$ cat src/rtl/winograd_post_transform_2d.sv
// winograd_post_transform_2d: streaming F(4,3) output transform Y = At*M*A, row pass on ingest, column pass on emit
module winograd_post_transform_2d #(
    parameter int DATA_WIDTH = 32
) (
    input  logic                    clk,
    input  logic                    rst_n,
    input  logic                    in_valid,
    output logic                    in_ready,
    input  logic [6*DATA_WIDTH-1:0] in_row,
    output logic                    out_valid,
    input  logic                    out_ready,
    output logic [4*DATA_WIDTH-1:0] out_row,
    output logic                    out_last
);
    typedef enum logic {LOAD, EMIT} state_t;
    typedef logic [DATA_WIDTH-1:0] word_t;
    state_t state, state_nxt;
    logic [2:0] row_cnt;
    logic [1:0] out_cnt;
    logic [5:0][DATA_WIDTH-1:0] m;
    logic [3:0][DATA_WIDTH-1:0] prow, yrow;
    logic [3:0][DATA_WIDTH-1:0] p [6];
    // One At row applied to six values; the same butterfly serves both passes.
    function automatic word_t at_row(input logic [1:0] i, input word_t v0, v1, v2, v3, v4, v5);
        word_t s12, d12, s34, d34;
        s12 = v1 + v2;
        d12 = v1 - v2;
        s34 = v3 + v4;
        d34 = v3 - v4;
        return i == 2'd0 ? v0 + s12 + s34 :
               i == 2'd1 ? d12 + (d34 << 1) :
               i == 2'd2 ? s12 + (s34 << 2) :
                           d12 + (d34 << 3) + v5;
    endfunction
    assign m       = in_row;
    assign out_row = yrow;
    always_comb begin
        for (int j = 0; j < 4; j++) begin
            prow[j] = at_row(2'(j), m[0], m[1], m[2], m[3], m[4], m[5]);
            yrow[j] = at_row(out_cnt, p[0][j], p[1][j], p[2][j], p[3][j], p[4][j], p[5][j]);
        end
    end
    always_comb begin
        in_ready  = state == LOAD;
        out_valid = state == EMIT;
        out_last  = out_valid && out_cnt == 2'd3;
        state_nxt = (in_ready && in_valid && row_cnt == 3'd5) ? EMIT :
                    (out_last && out_ready)                   ? LOAD : state;
    end
    always_ff @(posedge clk) begin
        if (!rst_n) begin
            state   <= LOAD;
            row_cnt <= '0;
            out_cnt <= '0;
        end else begin
            state <= state_nxt;
            if (in_ready && in_valid) begin
                p[row_cnt] <= prow;
                row_cnt    <= row_cnt == 3'd5 ? 3'd0 : row_cnt + 3'd1;
            end
            if (out_valid && out_ready)
                out_cnt <= out_cnt + 2'd1;
        end
    end
endmodule

$ cat config.mk
export PLATFORM = sky130hd
export DESIGN_NAME = winograd_post_transform_2d
export DESIGN_NICKNAME = d
export VERILOG_FILES = /design/src/rtl/winograd_post_transform_2d.sv
export SDC_FILE = /design/constraint.sdc
export NUM_CORES = 2
export LEC_CHECK = 0
export ABC_AREA = 1
export CAP_MARGIN = 5
export CORE_MARGIN = 10
export CORE_UTILIZATION = 45
export CTS_BUF_LIST = sky130_fd_sc_hd__clkbuf_16
export DETAILED_ROUTE_END_ITERATION = 8
export MAX_ROUTING_LAYER = met4
export PLACE_DENSITY_LB_ADDON = 0.12
export SLEW_MARGIN = 0
export SYNTH_ARGS = -nofsm -noshare
export SYNTH_HDL_FRONTEND = slang
export SYNTH_SLANG_ARGS = --single-unit
export TNS_END_PERCENT = 10
$ cat constraint.sdc
create_clock -name clk -period 16.2 [get_ports clk]
set_clock_uncertainty 0.1 [all_clocks]
set_input_delay 1.62 -clock clk [delete_from_list [all_inputs] [get_ports clk]]
set_output_delay 1.62 -clock clk [all_outputs]
set_load 0.1 [all_outputs]
==> metrics <==
status complete, no violations; final design area excluding fillers 0.1082 mm^2; Worst Path Max Fanout 6; number of rows in the core area about 170; Post-Synth Adder-Cell Area ~22%; fraction of synthesized area in multiplexers less than 1%; detail-routed via count per cell a little under 6; most numerous cell types in the synthesized netlist nand2_1, inv_1, a21oi_1, ha_1, nor2_1; GR met3 Demand/Resource about 6.3%; number of endpoints failing setup at the final stage 0; Unique masters post-synth a little under 80; signal arrival time at the worst endpoint 8.60 ns; nets in the synthesized netlist 14.87k; hold crit path type register to register; placed cell areas between 0.1 and 0.15 mm^2; Antenna Nets Post-Route 0; number of detailed-routing iterations run before antenna repair 6; clock root buffer master clkbuf_16; Net count, final around 15k; met1 track demand over resource about half; number of enable flip-flop cells after synthesis 762; number of antenna violations at the first check in global routing 11; largest family of logic cells by synthesized area adder cells; pin count of the biggest net entering global routing around 120; kind of capture point of the worst setup path output pin; global-route wire length before repair 601.7 mm; Post-Synthesis Mean Instance Area approximately 7.5 um^2; max-capacitance violation count 0; worst slack at placement 7.069 ns; setup repair after global routing missed its margin no; fraction of final layout cells sized beyond drive strength 1 under 10%; P per Cell Area roughly 190 mW/mm^2; Clock Sink Count about 770; effective utilization at floorplan 45.31%; Hold Fails Final Rpt 0; dpl hpwl roughly 360 mm; most common cell in the synthesized netlist nand2_1; Main synth FF type edfxtp_1; timing-limited maximum frequency 96.92 MHz; buffer count from post-CTS setup fixing 0; remaining global-route overflow 0; synthesized-area fraction occupied by ao, oa, aoi and oai cells 18.71%; I/O pin total 327; clock edge transition at the registers on the reported setup and hold paths 0.06 ns; remaining max-slew budget at the tightest pin 12.19%; CTS tree done; clock tree buffer depth 3; layout filler cell count 21.45k; register bit total from synthesis about 770; Layout area overhead 9.783%; xor/xnor cell area share of the yosys netlist about 8%; CTS-repair resized insts 0; quantity of hold-fixing buffers added after cts 0; DRC violation count after routing 0; full die area between 0.2 and 0.25 mm^2; Synth warnings 0; area of the multi-input gates between 0.06 and 0.07 mm^2; startpoint type of the worst setup path register; TNS Setup 0 ns; path type of the worst setup path register to output pin; data required time of the worst path around 14 ns; final critical-path share of the clock period between 60% and 70%; overall via count from detail_route about 95k; Mapped Area 0.09858 mm^2; footprint of the flip-flops and latches 0.02300 mm^2; number of global-route vias before repair about 91k; met2 usage 49.91%; number of design-rule violations left by the first detailed-router iteration 10.64k; static power due to leakage 50.91 nW; Worst IR Drop VDD ~460 uV; core region area 0.2176 mm^2; wire length reported by the detailed router 418.2 mm; cell type with the largest total area after synthesis edfxtp_1; Simple-Gate Fraction of Synth Area ~18%; global-route layer with the greatest usage met2; height of the die just under 500 um; Horiz. Die Dim slightly below 500 um; smallest hold slack roughly 0.44 ns; Tot GR Track Use between 30% and 40%; Post-Syn Instances between 10k and 15k; TritonCTS buffer count 99; final-report max-slew violation count 0; worst slew pin tran 1.313 ns; clock period minus final worst setup slack between 10 and 15 ns; fraction of post-synthesis cell area in the top cell type by area about 23%; Worst Slack Setup Final roughly 5.9 ns; count of buffers inserted at the top-level ports roughly 330; synth top area cells edfxtp_1, ha_1, nand2_1; total number of H-tree levels 3; fraction of registers with async set or reset after synthesis 0%; Wirelength per Cell approximately 26 um; insertion delay to the later sink of the worst-skew pair a little under 0.8 ns; final RePlAce weighted congestion approximately 1.1; fraction of the yosys area taken by sequential cells a little under a quarter
## path summary, 6_finish.rpt
kind                            cells after the start          end       from  slack (ns)
worst max-delay path                               24  out_row[88]   p[1][64]        5.88
worst min-delay path                                2    out_valid  out_valid        0.44
worst max register to register                      8     p[5][79]  out_valid       12.10
worst min register to register                      2    out_valid  out_valid        0.44
## cell families after synthesis
kind of cell | Yosys count
DFF | 768
AOI/OAI and AO/OA | 3232
muxes | 2
xor gates and xnor gates | 887
adders and majority gates | 1560
buffers and inverters | 2454
and+or+nand+nor | 4212
## routing by layer
metal | part of all wire [%] | vias to the layer above | wire length, um
li1 | - | 44340 | -
met1 | 45 | 45560 | 187400
met2 | 41 | 4576 | 172800
met3 | 9.3 | 636 | 39030
met4 | 4.5 | 0 | 18950
met5 | 0 | - | 0
## critical path, stage by stage, from the launching register on
cell,delay (ns)
edfxtp_1,0.39
inv_1,0.08
ha_1,0.25
fa_1,0.43
nor3_1,0.29
a211oi_2,0.11
o21ai_2,0.22
a21boi_2,0.12
o21ai_2,0.43
a21oi_1,0.31
o21ai_0,0.36
xor2_1,0.47
fa_1,0.51
ha_1,0.40
nand2_1,0.14
nor3_1,0.68
nand4_1,0.22
nand3_1,0.29
nand4_1,0.13
nand2_1,0.14
o21ai_0,0.12
nand3_1,0.11
nand3_1,0.27
nand2_1,0.19
clkdlybuf4s50_1,1.16
## area by class of cell
class                   count  area share (%)
clock buffers              99           2.289
repair buffers            392           3.503
multi-input cells        9893           61.16
diodes                      8         0.01850
inverters                2193           7.625
well taps                2854           3.300
clock inverters            86          0.8521
flip-flops and latches    768           21.25
## state kept, by name, summed over array words and instances, names as in the netlist
register,flops
out_valid,1
p,762
out_cnt,2
row_cnt,3
## cell usage in the layout, fill, tap and decap left out, drive strengths merged, types with 40 or more instances in the layout
master and instances:
fa 331, nor3 180, o21ai 900, o211ai 49, nand3b 43, o31ai 40
nand4 107, xnor2 168, clkbuf 99, inv 2213, a31oi 123, edfxtp 762
nor2 1046, nand3 544, clkinv 46, ha 1229, nor4 45, a21o 97
xor2 719, o21bai 102, nand2 2213, a21boi 73, a21oi 1594, buf 68
clkdlybuf4s50 324, o21a 93
## where the power goes
part / switching, mW / leakage (nW) / internal, mW
Clock: 0.994 / 1.69 / 1.34
Combinational: 11.4 / 42.3 / 3.96
Sequential: 0.0857 / 6.94 / 3.05
Total: 12.5 / 50.9 / 8.36
## stage by stage
| stage | util [%] | power, mW | instances |
|---|---|---|---|
| 3_3_place_gp | 48.17 | 18.19 | 16100 |
| 4_1_cts | 49.73 | 20.65 | 16290 |
| 2_1_floorplan | - | 13.12 | 13120 |
| 5_1_grt | 49.74 | 21.84 | 16290 |
| 6_report | 49.74 | 20.88 | 16290 |
| 3_5_place_dp | 48.17 | 18.25 | 16100 |
(Power assumes the default switching activity.)
